## config.mk

```make
export PLATFORM = sky130hd
export DESIGN_NAME = processor_n
export DESIGN_NICKNAME = d
export VERILOG_FILES = /design/src/rtl/processor_n.sv
export SDC_FILE = /design/constraint.sdc
export NUM_CORES = 1
export LEC_CHECK = 0
export CAP_MARGIN = 10
export CORE_MARGIN = 10
export CORE_UTILIZATION = 60
export CTS_CLUSTER_DIAMETER = 200
export DETAILED_ROUTE_END_ITERATION = 16
export DONT_BUFFER_PORTS = 1
export PLACE_DENSITY = 0.87
export SLEW_MARGIN = 20
export SYNTH_ARGS = -nofsm -noshare
export SYNTH_HDL_FRONTEND = slang
export SYNTH_SLANG_ARGS = --single-unit
```

## constraint.sdc

```tcl
create_clock -name Clock -period 5.54 [get_ports Clock]
set_input_delay 1.662 -clock Clock [delete_from_list [all_inputs] [get_ports Clock]]
set_output_delay 1.662 -clock Clock [all_outputs]
set_load 0.01 [all_outputs]
```

## src/rtl/processor_n.sv

```systemverilog
// rtl/processor_n.sv - N-bit multicycle processor, R7 = PC, single-port synchronous memory.
// Define PROC_AND_EN to make opcode 110 an and; otherwise it executes as a NOP.
module processor_n #(
   parameter int N = 16
) (
   input  logic         Clock,
   input  logic         Resetn,
   input  logic         Run,
   input  logic [N-1:0] DIN,
   output logic         Done,
   output logic [N-1:0] ADDR,
   output logic [N-1:0] DOUT,
   output logic         W
);

`ifdef PROC_AND_EN
   localparam logic AND_EN = 1'b1;
`else
   localparam logic AND_EN = 1'b0;
`endif

   localparam logic [2:0] OP_MV  = 3'b000;
   localparam logic [2:0] OP_MVT = 3'b001;
   localparam logic [2:0] OP_ADD = 3'b010;
   localparam logic [2:0] OP_SUB = 3'b011;
   localparam logic [2:0] OP_LD  = 3'b100;
   localparam logic [2:0] OP_ST  = 3'b101;
   localparam logic [2:0] OP_AND = 3'b110;
   localparam logic [2:0] OP_B   = 3'b111;

   typedef enum logic [2:0] {T0, T1, T2, T3, T4, T5} state_t;

   state_t       state, state_nxt;
   logic [N-1:0] r [0:7];
   logic [N-1:0] a, g, ir;
   logic         z, n, c;

   logic [2:0]   op, x, y;
   logic         m;
   logic [N-8:0] d;
   logic [N-1:0] op2, sext, alu_res;
   logic         alu_c, is_alu, short_op, cond, final_step;

   assign op   = ir[N-1:N-3];
   assign m    = ir[N-4];
   assign x    = ir[N-5:N-7];
   assign d    = ir[N-8:0];
   assign y    = ir[2:0];
   assign op2  = m ? {7'b0, d} : r[y];
   assign sext = {{7{d[N-8]}}, d};

   assign is_alu   = (op == OP_ADD) || (op == OP_SUB) || ((op == OP_AND) && AND_EN);
   assign short_op = (op == OP_MV) || (op == OP_MVT) || (op == OP_ST) ||
                     ((op == OP_AND) && !AND_EN);

   always_comb begin
      alu_res = '0;
      alu_c   = 1'b0;
      case (op)
         OP_ADD:  {alu_c, alu_res} = {1'b0, a} + {1'b0, op2};
         OP_SUB:  begin
            alu_res = a - op2;
            alu_c   = (a < op2);
         end
         OP_AND:  alu_res = a & op2;
         default: alu_res = '0;
      endcase
   end

   always_comb begin
      cond = 1'b0;
      case (x)
         3'd0:    cond = 1'b1;
         3'd1:    cond = z;
         3'd2:    cond = !z;
         3'd3:    cond = !c;
         3'd4:    cond = c;
         3'd5:    cond = !n;
         3'd6:    cond = n;
         default: cond = 1'b0;
      endcase
   end

   // A stalled final step is not final: Done and the state advance both wait for Run.
   always_comb begin
      state_nxt  = state;
      final_step = 1'b0;
      case (state)
         T0: state_nxt = T1;
         T1: state_nxt = T2;
         T2: state_nxt = T3;
         T3: begin
            if (short_op) begin
               final_step = 1'b1;
               state_nxt  = T0;
            end else begin
               state_nxt  = T4;
            end
         end
         T4: state_nxt = T5;
         T5: begin
            final_step = 1'b1;
            state_nxt  = T0;
         end
         default: state_nxt = T0;
      endcase
      if (!Run) state_nxt = state;
   end

   assign Done = final_step & Run;

   always_ff @(posedge Clock or negedge Resetn) begin
      if (!Resetn) begin
         state <= T0;
         for (int i = 0; i < 8; i++) r[i] <= '0;
         a    <= '0;
         g    <= '0;
         ir   <= '0;
         z    <= 1'b0;
         n    <= 1'b0;
         c    <= 1'b0;
         ADDR <= '0;
         DOUT <= '0;
         W    <= 1'b0;
      end else begin
         // The store strobe is a one-cycle pulse regardless of Run.
         W     <= 1'b0;
         state <= state_nxt;
         if (Run) begin
            case (state)
               T0: begin
                  ADDR <= r[7];
                  r[7] <= r[7] + N'(1);
               end
               T2: ir <= DIN;
               T3: begin
                  case (op)
                     OP_MV:  r[x] <= op2;
                     OP_MVT: r[x] <= {ir[N/2-1:0], {(N/2){1'b0}}};
                     OP_LD:  ADDR <= r[y];
                     OP_ST: begin
                        ADDR <= r[y];
                        DOUT <= r[x];
                        W    <= 1'b1;
                     end
                     OP_B:   a <= r[7];
                     default: if (is_alu) a <= r[x];
                  endcase
               end
               T4: begin
                  if (op == OP_B) begin
                     g <= a + sext;
                  end else if (is_alu) begin
                     g <= alu_res;
                     z <= (alu_res == '0);
                     n <= alu_res[N-1];
                     c <= alu_c;
                  end
               end
               T5: begin
                  if (op == OP_B) begin
                     if (cond) r[7] <= g;
                  end else if (op == OP_LD) begin
                     r[x] <= DIN;
                  end else if (is_alu) begin
                     r[x] <= g;
                  end
               end
               default: ;
            endcase
         end
      end
   end

endmodule
```

==> impl_summary.md, run 1 <==
Clocking
TritonCTS built the clock tree. The total of hold buffers inserted after clock tree synthesis is 0. No sink is reached through more buffers than the 3 on the longest clock path.

The cell at the root of the clock tree is clkbuf_16. After clock tree synthesis, the clock-pin slew on the worst setup and hold paths is 0.06 ns. CTS saw 215 sinks. The number of post-CTS setup repair buffers is 0. The total clock buffers created by CTS is 24. The H-tree depth is 1. The number of instances resized during post-cts repair is 0. The later pin in the worst-skew pair is clocked with a latency of 0.52 ns.

Route
The total detailed-routing wirelength is 43800 um. The first TritonRoute pass finished after 6 iterations. The routed length on met2 is 19800 um. The routed via count divided by cell count is 7.15.

The DRC marker count from the first detailed-route iteration is 1867. Dividing the detail-routed wire length by the instance count gives 24.6 um. The uppermost layer routed is met4. Summing over every cut layer, the via total after detailed routing is 12699. The detailed-routed wire length on met3 is 4890 um. The detail route stage leaves a number of antenna-violating nets equal to 0. The detailed-route DRC error count is 0.

The detailed-route wire length on metal 1 is 16400 um.

Global route
Summed over all layers, the global routing overflow is 0. The initial antenna violation count is 0. The wire length of the first global-routing pass is 68900 um. The number of global-route vias before repair is 12126. Global routing used 29.4% of the available tracks across all layers. The maximum number of pins on one net before global-route repair is 216.

Floorplanning
53 I/O pins were placed. The initialized floorplan defines 55 standard-cell rows. The die covers 29600 sq um. The vertical die dimension is 172 um. Once the floorplan was initialized, standard cells occupied 61.2% of the core. The floorplan step defined a core boundary enclosing 22600 sq um. The die span in x is 172 um.

Min path
The worst hold path class is flop to flop.

Yosys
The share of synthesized flip-flops with an asynchronous set or reset is 100%. Yosys attributes the largest share of cell area to dfrtp_1, o21ai_0, nand2_1, mux4_2, ha_1. Among all flip-flop cells after synthesis, the most frequent one is dfrtp_1.

For this run, the number of Yosys warnings is 0. The synthesized design contains 0 enable-type register cells. The biggest area consumer among synthesized cells is dfrtp_1.

The post-synthesis cell type count is 76. The number of flip-flops and latches in the synthesized netlist is 215. By instance count, the leading cell after synthesis is nand2_1. The mean instance size in the synthesized netlist is 9.04 sq um. After synthesis, the most frequently instantiated cells are nand2_1, dfrtp_1, o21ai_0, nor2_1, clkbuf_1. Synthesis produced a netlist whose cell count is 1531.

Counting every net in the synthesized netlist gives 1607. Sequential elements use 38.9% of the synthesized area. Summing every instance area after synthesis gives 13800 sq um. Of the post-synthesis cell area, the dominant cell type holds 38.9%.

Setup path
The startpoint identified for the worst register-to-register timing path is ir[0]$_DFFE_PN0P_. For the worst setup path, the data required time is 6.00 ns. Tracing the worst setup path back leads to its startpoint at ir[0]$_DFFE_PN0P_. Of all nets on the critical path, the largest fanout is 15. In this run the critical register-to-register path is captured at z$_DFFE_PN0P_.

Data on the critical path arrives at its endpoint at 5.27 ns. The worst reg-to-reg path cell count is 13. The kind of start point of the critical path is a flop. The register-to-register setup slack is 0.72 ns.

The worst setup path is of the flop to flop kind. STA classifies the critical path endpoint as a flop. The termination of the worst setup path is z$_DFFE_PN0P_.

Run
The tool flagged a number of max-cap violations equal to 0.

Pwr
IR analysis of the VDD net gives a maximum drop of 0.317 mV. The switching share of total power is 46.4%. Dividing total power by cell area gives a power density of 596 nW/um^2. Summed over all nets, the switching power comes to 4.11 mW. The design draws 8.87 mW.

The design internal power is 4.76 mW. Of the total power, combinational logic draws 49.7%. Per report_power, the sequential group accounts for 31.4% of the total.

The clock network burns 18.9% of the power. In this run the static leakage power is 6.37 nW.

Timing
Setup violations remaining at the end of the flow were counted as 0. Static timing analysis puts the maximum clock frequency at 208 MHz. Dividing the final minimum period by the clock period gives 86.9%. At the pin with the least slew margin, the transition time is 1.19 ns. Setup repair after global routing left no endpoint under its margin. The final hold violation count is 0.

The relative slew slack is 20.3%. The clock period minus final worst setup slack is 4.82 ns. The total negative slack for setup checks is 0 ns.

The final number of max-transition violations is 0. On the final layout, the worst clock skew is 0.0102 ns.

Place
The count of buffers added on input and output ports is 0. The congestion estimate from routability-driven global placement came to 0.992. The HPWL after detailed placement is 30200 um.

Final layout
The post-route netlist has 12.2% of its cells at a drive strength greater than 1. The fill cell instance count of the final layout is 1701. The relative area change from synthesis to final layout is 7.47%. The number of antenna diodes is 0.

The final net count is 1552. The footprint of the flip-flops and latches is 5380 sq um. The combined area of the multi-input logic cells is 7940 sq um.

Run status
The run finished with clean final reports.
[layout make-up]
class | count | area share, %
Clock buffer | 31 | 4.62
Tap cell | 285 | 2.40
Clock inverter | 11 | 0.984
Inverter | 36 | 0.908
Sequential cell | 215 | 36.2
Multi-Input combinational cell | 1169 | 53.4
Timing Repair Buffer | 30 | 1.54
[registers in the layout, summed over array words and instances, names as in the netlist]
signal  count
DOUT       16
c           1
W           1
state       3
z           1
ir         16
r         128
g          16
ADDR       16
n           1
a          16
[routing by layer]
layer / up-vias / global-route usage, %
met5: - / 0
met4: 0 / 15.7
met3: 219 / 6.93
met2: 927 / 46.0
met1: 6079 / 37.3
li1: 5474 / -
[power groups by stage]
stage	Clock (mW)	Combinational, mW	Sequential, mW
3_5_place_dp	0	4.19	2.76
2_1_floorplan	0	3.30	2.39
6_report	1.68	4.41	2.78
5_1_grt	1.75	4.73	2.83
4_1_cts	1.68	4.24	2.74
3_3_place_gp	0	4.06	2.73
[metrics by stage]
step                setup WS (ns)  instances  area (sq um)  utilization [%]  hold WS (ns)
finish                      0.724       1777         14900             65.7         0.511
global route                0.393       1777         14900             65.7         0.536
CTS                         0.760       1776         14900             65.6         0.508
detailed placement          0.810       1734         14000             62.0         0.493
global placement            0.875       1734         14000             62.0         0.482
floorplan                    1.17       1531         13800                -         0.462
[placed cells by master, fill, tap and decap left out, drive strengths merged, types with 5 or more instances in the layout]
master,n
a22oi,52
nor3,14
nor4,6
nand2b,11
nand4,16
a221oi,19
o21ai,197
o41ai,5
a211oi,9
mux2i,50
a31oi,15
xor2,5
or3,5
nor2,110
dfrtp,215
nand2,233
o22a,8
mux2,48
nor2b,10
o21bai,5
a21oi,88
xnor2,21
nand3b,5
mux4,32
nand3,12
inv,36
buf,30
a21o,10
ha,54
a22o,11
clkbuf,31
and3,21
or2,5
o22ai,18
clkinv,6
a31o,7
and2,7
[logic make-up (layout without fill, tap and decap cells)]
kind of cell | after synthesis | in the layout | share of synthesized area (%)
xor+xnor | 26 | 26 | 1.64
mux | 130 | 130 | 12.7
simple gates | 470 | 470 | 15.3
compound gates | 486 | 486 | 22.0
buf+inv | 147 | 108 | 4.12
flops | 215 | 215 | 38.9
fa+ha+maj | 57 | 57 | 5.31
[worst min-delay path by stage]
| stage | start | end | slack, ns | cells past startpoint |
|---|---|---|---|---|
| 6_report | r[123]$_DFFE_PN0P_ | r[123]$_DFFE_PN0P_ | 0.51 | 2 |
| 5_1_grt | r[67]$_DFFE_PN0P_ | r[67]$_DFFE_PN0P_ | 0.54 | 2 |
| 4_1_cts | r[46]$_DFFE_PN0P_ | r[46]$_DFFE_PN0P_ | 0.51 | 2 |
| 3_5_place_dp | r[46]$_DFFE_PN0P_ | r[46]$_DFFE_PN0P_ | 0.49 | 2 |
| 3_3_place_gp | r[19]$_DFFE_PN0P_ | r[19]$_DFFE_PN0P_ | 0.48 | 2 |
| 2_1_floorplan | g[10]$_DFFE_PN0P_ | g[10]$_DFFE_PN0P_ | 0.46 | 2 |
[critical path: stages, from the launching register on]
cell	delay [ns]
dfrtp_2	0.66
buf_4	0.37
mux4_2	0.54
mux2_2	0.30
mux2i_1	0.44
ha_1	0.47
a2111oi_2	0.43
a21oi_1	0.12
and2_1	0.18
o311ai_1	0.32
nand4_1	0.14
a32o_1	0.30
nor4_2	0.27
a32o_1	0.19
Note: power is estimated with default switching activity, not from simulation.
==> run 2: changes to the inputs <==
--- a/config.mk
+++ b/config.mk
@@ -7,11 +7,12 @@
 export LEC_CHECK = 0
 export CAP_MARGIN = 10
 export CORE_MARGIN = 10
-export CORE_UTILIZATION = 60
+export CORE_UTILIZATION = 40
 export CTS_CLUSTER_DIAMETER = 200
 export DETAILED_ROUTE_END_ITERATION = 16
 export DONT_BUFFER_PORTS = 1
-export PLACE_DENSITY = 0.87
+export PLACE_DENSITY = 0.65
+export RECOVER_POWER = 50
 export SLEW_MARGIN = 20
 export SYNTH_ARGS = -nofsm -noshare
 export SYNTH_HDL_FRONTEND = slang
==> run 2 against run 1 <==
  * The flow now finishes with violations (max-capacitance violations, max-slew violations)
  * First-iteration DRC count fell by 21%
  * Clock power rose by 9%
  * Global-route usage fell by 9.3 points
==> impl_summary.md, run 2 (synthesis gave the netlist of run 1 again) <==
Run status
The run finished, with violations left. The checks that failed: max-capacitance violations, max-slew violations.

Setup path
STA puts the critical path data required time at 5.95 ns. The critical-path cell with the highest stage delay is dfrtp_2. The startpoint of the worst-slack reg-to-reg timing path is ir[0]$_DFFE_PN0P_. The maximum fanout encountered on the critical timing path is 16. The critical path capture point type is a flop.

STA classifies the critical path startpoint as a flop. In this run the critical register-to-register path is captured at z$_DFFE_PN0P_. The first element of the critical path is ir[0]$_DFFE_PN0P_. Together, buffers and inverters on the worst path number 2. The critical path ends at z$_DFFE_PN0P_. Counting cells, the worst reg-to-reg path comes to 15. The register-to-register setup slack is 0.79 ns. The delay contributed by the slowest stage of the critical path is 0.69 ns. The critical path is of the flop to flop type. The critical path depth in cells is 15. Data arrives at the worst endpoint at 5.16 ns. The top cell family by delay on the critical path is compound AO/OA/AOI/OAI gates. The signal on the critical path passes through buf_4, mux4_2, mux2_2, mux2i_1, inv_1, ha_1, nor2b_1, nor4_1, a211oi_1, o211ai_1, a2111oi_0, a31o_1, a211o_1, nor4_2, a32o_1.

Clocking
Clock tree synthesis selected as its root buffer the cell clkbuf_16. Buffers added to address setup during post-CTS repair amount to 0. The total clock buffers created by CTS is 24. The clock latency reported for the late side of the worst-skew pair is 0.53 ns. The clock slew seen by the registers of the worst setup and hold paths is 0.06 ns. The buffer levels on the longest clock path is 3.

TritonCTS built the clock tree. The H-tree depth is 1. The sink count of the clock tree is 215. The total of hold buffers inserted after clock tree synthesis is 0. The number of instances resized during post-cts repair is 0.

Place
The count of buffers from port buffering is 0. The post-place instance area is 14300 sq um. The congestion estimate from routability-driven global placement came to 0.923.

The placed wire-length estimate after detailed placement is 31000 um.

Floorplanning
The floorplan row count is 68. Measured along the y axis, the die boundary spans 206 um. Pin placement for this block handled 53 I/O pins. Measured along the x axis, the die boundary spans 206 um.

The initial utilization of the core area, before any placement, comes to 40.3%. The area of the core region is 34400 sq um. The die covers 42500 sq um.

Min path
The worst hold path class is flop to flop.

Timing
The total negative slack for setup checks is 0 ns. The pin slew with the least headroom to its limit is 1.58 ns. The final critical path takes up 85.8% of the cycle. Setup repair after global routing left no endpoint under its margin.

Setup violations remaining at the end of the flow were counted as 0. Clock skew on the completed layout was measured at 0.0193 ns. The relative slew slack is -5.31%. The final number of max-transition violations was 26. The clock period minus final worst setup slack is 4.75 ns. The final hold violation count was 0. The timing-limited maximum frequency is 210 MHz.

Pwr
In this run the static leakage power is 6.43 nW. The worst vdd rail ir drop is 0.237 mV. The cell area power density is 586 nW/um^2.

Global route
The initial antenna violation count is 0. The wire length of the first global-routing pass is 67600 um. The maximum number of pins on one net before global-route repair is 216.

The all-layer global routing usage is 20.2%. For this run the aggregate overflow at the end of global routing stands at 0. The number of global-route vias before repair was 11361.

Final layout
The cell area after layout is 15200 sq um. The final layout contains 1558 nets. The area growth from synthesis to layout is 9.81%.

The most frequent standard cell in the layout excluding fill and tap cells is nand2_1. The library cells used most frequently in the layout, excluding fill and tap cells, are nand2_1, dfrtp_1, o21ai_0. The number of antenna diodes is 0.

The ratio of cells with drive above 1 in the final layout is 12.5%. The register with the most flip-flops in the layout has 128 of them. Counting flops per register, the top entry is r.

Route
The total detailed-routing wirelength is 43500 um. The DRC marker count from the first detailed-route iteration is 1470. For this run, the detailed router's first-pass iteration total came to 6.

In the final routed layout, each cell accounts on average for 22.3 um. In the routed design, unresolved DRC markers number 0. The routed via count divided by cell count is 6.13. The detailed router placed 11992 vias in this run. The number of antenna-violating nets in the routed design is 0.

Run
The number of max-cap violations is 1.
==> run 2: where the power goes <==
part / switching, mW / internal, mW / total [mW]
clock network: 0.681 / 1.15 / 1.83
logic: 2.62 / 1.72 / 4.34
registers: 0.705 / 2.04 / 2.75
==> run 2: per-layer routing <==
metal	up-vias	global-route usage (%)	part of all wire, %
met4	0	7.66	3.6
met2	577	32.2	46
met1	5817	27.3	43
met5	-	0	0
li1	5495	-	-
met3	103	2.60	7.4
==> run 2: area by class of cell <==
type                    count  area (sq um)
well taps                 455           569
clock buffers              30           674
flip-flops and latches    215          5380
inverters                  36           135
repair buffers             36           263
multi-input cells        1169          7950
clock inverters            14           236
fillers                  3311         19200
==> run 2: worst register-to-register path, delay by kind of cell, from the launching register on <==
kind	cells	cell delay, ns
buffers and inverters	2	0.48
and+or+nand+nor	3	0.51
adders and majority gates	1	0.26
DFF	1	0.69
muxes	3	1.15
AOI/OAI and AO/OA	6	1.55
==> run 2: through the flow <==
step | util [%] | power [mW] | setup slack, ns | hold WS (ns) | std cells
2_1_floorplan | - | 5.68 | 1.17 | 0.462 | 1531
6_report | 44.2 | 8.91 | 0.785 | 0.511 | 1955
3_5_place_dp | 41.6 | 7.01 | 0.868 | 0.492 | 1911
4_1_cts | 44.3 | 8.85 | 0.841 | 0.511 | 1955
5_1_grt | 44.2 | 9.45 | 0.448 | 0.538 | 1955
3_3_place_gp | 41.6 | 6.94 | 0.925 | 0.481 | 1911
==> run 2: worst min path at each step <==
stage / slack [ns] / endpoint / cells past startpoint / start
after floorplan: 0.46 / g[10]$_DFFE_PN0P_ / 2 / g[10]$_DFFE_PN0P_
after global placement: 0.48 / r[19]$_DFFE_PN0P_ / 2 / r[19]$_DFFE_PN0P_
after detailed placement: 0.49 / r[18]$_DFFE_PN0P_ / 2 / r[18]$_DFFE_PN0P_
after CTS: 0.51 / r[25]$_DFFE_PN0P_ / 2 / r[25]$_DFFE_PN0P_
after global routing: 0.54 / r[106]$_DFFE_PN0P_ / 2 / r[106]$_DFFE_PN0P_
final: 0.51 / r[126]$_DFFE_PN0P_ / 2 / r[126]$_DFFE_PN0P_
==> run 3: changes to the inputs <==
--- a/config.mk
+++ b/config.mk
@@ -8,6 +8,7 @@
 export CAP_MARGIN = 10
 export CORE_MARGIN = 10
 export CORE_UTILIZATION = 40
+export CTS_BUF_LIST = sky130_fd_sc_hd__clkbuf_2
 export CTS_CLUSTER_DIAMETER = 200
 export DETAILED_ROUTE_END_ITERATION = 16
 export DONT_BUFFER_PORTS = 1
==> run 3 against run 2 <==
  * The flow now finishes without violations
  * Clock-buffer cell count increased by 51
  * Final area down 2.6%
  * Non-clock buffer count did not move
  * Via count is 1.3% higher
  * Setup slack improved by 0.081 ns
  * Clock skew grew 0.078 ns
  * Worst hold slack got worse by 0.072 ns
  * Register-to-register slack better by 0.08 ns
  * Sequential share of layout area up 0.96 points
  * Clock power decreased by 40%
  * Fmax up 1.7%
  * Die area did not move
  * Largest cell class unchanged
  * Largest power group unchanged
  * Highest routed layer unchanged
==> impl_summary.md, run 3 (synthesis gave the netlist of run 1 again) <==
Run status
The flow ran to the end, and the final reports show no timing, DRC or antenna violations.

Final layout
The top cell types in the final layout, fill and taps aside, are nand2_1, dfrtp_1, o21ai_0. The most frequent standard cell in the layout excluding fill and tap cells is nand2_1. The flip-flop count of the largest register after layout is 128. Counting the fill cells in the layout gives 3428. Of the cells placed in the final design, the portion with a size suffix greater than 1 is 15.1%. Summing all multi-input logic gate instances after layout gives 7960 sq um. The relative area change from synthesis to final layout is 6.92%. The register with the most flip-flops is r. The footprint of the flip-flops and latches is 5380 sq um. For this run, the post-layout net count is 1590.

Clocking
The root buffer cell chosen for the clock tree is clkbuf_2. The number of instances resized during post-cts repair is 0. The total clock buffers created by CTS is 56.

The buffer levels on the longest clock path is 3. Hold repair after CTS inserted 0 buffers. Once the clock tree was built, the setup fixing pass inserted 0 buffers. The clock tree from TritonCTS is built.

The clock drives 215 sinks. The H-tree was split into 2 levels. Clock-pin slew was measured on the worst setup and hold paths at 0.11 ns.

Clock latency on the worst-skew pair, taken at its later pin, is 0.95 ns.

Setup path
The maximum fanout encountered on the critical timing path is 16. For the worst setup path, the data required time is 6.38 ns. The register-to-register setup slack is 0.87 ns.

The kind of start point of the critical path is a flop. The startpoint of the worst-slack reg-to-reg timing path is ir[0]$_DFFE_PN0P_. The worst register-to-register path has a depth of 15.

In this run the critical register-to-register path is captured at z$_DFFE_PN0P_. The category of the critical setup timing path is flop to flop. The critical path capture point type is a flop. The data arrival time at the worst-slack endpoint is 5.51 ns.

Timing
Clock skew on the completed layout was measured at 0.0977 ns. Setup repair after global routing left no endpoint under its margin. Setup violations remaining at the end of the flow were counted as 0. The final number of max-transition violations is 0. The period utilization is 84.4%. At the pin with the least slew margin, the transition time is 1.15 ns.

After routing, the total negative slack on setup checks comes to 0 ns. The timing-limited maximum frequency is 214 MHz. The final hold violation count was 0.

Setup slack on the critical path of the routed design comes to 0.867 ns. The relative slew slack is 23.4%. For the finished layout, the period the worst path requires is 4.67 ns.

Floorplanning
Measured along the y axis, the die boundary spans 206 um. The top-level I/O count is 53. The area of the core region is 34400 sq um. The initial standard-cell utilization of the core is 40.3%.

The die span in x is 206 um. The floorplan row count is 68. The area of the die is 42500 sq um.

Global route
The number of global-route vias before repair is 11655. Global routing used 27.1% of the available met1 tracks. The leftover overflow at the end of global routing is 0. Global routing used 20.5% of the available tracks across all layers. The met3 usage in global routing is 3.45%. The wire length of the first global-routing pass is 68500 um. The met2 track demand over resource in global routing is 32.7%. The maximum number of pins on one net before global-route repair is 216. The initial antenna violation count is 1.

The layer carrying the most global-route usage is met2.

Route
The number of vias after detailed routing is 12153. The routed design has 44100 um of wire. The first detailed-routing pass took 6 iterations. The average routed wire per standard cell is 21.9 um. For this run, design rule violations remaining after detail routing come to 0.

The DRC marker count from the first detailed-route iteration is 1475. The number of antenna-violating nets in the routed design is 0. The routed via count divided by cell count is 6.03.

Min path
The worst hold path class is input port to async pin.

Run
Max-cap violations in this run came to 0.

Pwr
Dividing total power by cell area gives a power density of 552 nW/um^2. VDD sags by at most 0.210 mV. The static leakage is 6.38 nW.

Place
The final weighted congestion in routability-driven placement is 0.923. Summed over all nets, the half-perimeter wirelength after detailed placement is 31000 um. Before CTS, the worst setup slack after placement is 0.868 ns.

Input and output buffers added on the ports amount to 0.
==> run 3: metrics by stage <==
stage / instance area (sq um) / power, mW / cells / utilization (%) / hold WS [ns]
after global placement: 14300 / 6.94 / 1911 / 41.6 / 0.481
after global routing: 14800 / 8.74 / 2014 / 43.1 / 0.387
after floorplan: 13800 / 5.68 / 1531 / - / 0.462
final: 14800 / 8.18 / 2014 / 43.1 / 0.439
after CTS: 14800 / 8.10 / 2013 / 43.0 / 0.394
after detailed placement: 14300 / 7.01 / 1911 / 41.6 / 0.492
==> run 3: area by class of cell <==
type / instances / share of cell area (%)
Sequential cell: 215 / 36.4
Clock inverter: 21 / 0.566
Clock buffer: 81 / 2.74
Antenna cell: 1 / 0.0169
Inverter: 36 / 0.913
Tap cell: 455 / 3.85
Timing Repair Buffer: 36 / 1.80
Multi-Input combinational cell: 1169 / 53.8
==> run 3: worst max-delay path by stage <==
stage                                  from            end  depth (start not counted)  slack (ns)
after floorplan           ir[0]$_DFFE_PN0P_  z$_DFFE_PN0P_                         15        1.17
after global placement    ir[0]$_DFFE_PN0P_  z$_DFFE_PN0P_                         14        0.93
after detailed placement  ir[0]$_DFFE_PN0P_  z$_DFFE_PN0P_                         15        0.87
after CTS                 ir[0]$_DFFE_PN0P_  z$_DFFE_PN0P_                         15        0.86
after global routing      ir[0]$_DFFE_PN0P_  z$_DFFE_PN0P_                         15        0.48
final                     ir[0]$_DFFE_PN0P_  z$_DFFE_PN0P_                         15        0.87
==> run 3: layer usage <==
layer	vias to the layer above	share of wire (%)
met5	-	0
met4	0	3.5
met3	102	7.8
met2	640	47
met1	5823	42
li1	5588	-
==> run 3: worst max-delay path, stage by stage, from the launching register on <==
cell and delay (ns):
dfrtp_2 0.69, buf_4 0.35, mux4_2 0.53, mux2_2 0.32, mux2i_1 0.30, inv_1 0.12
ha_1 0.26, nor2b_1 0.34, nor4_1 0.11, a211oi_1 0.37, o211ai_1 0.20, a2111oi_0 0.43
a31o_1 0.17, a211o_1 0.13, nor4_2 0.05, a32o_1 0.24
==> run 3: power by group <==
group	internal, mW	switching [mW]	total (mW)	leakage (nW)
registers	2.04	0.710	2.75	2.91
clock network	0.396	0.693	1.09	0.384
logic	1.72	2.62	4.35	3.09
total	4.16	4.02	8.18	6.38
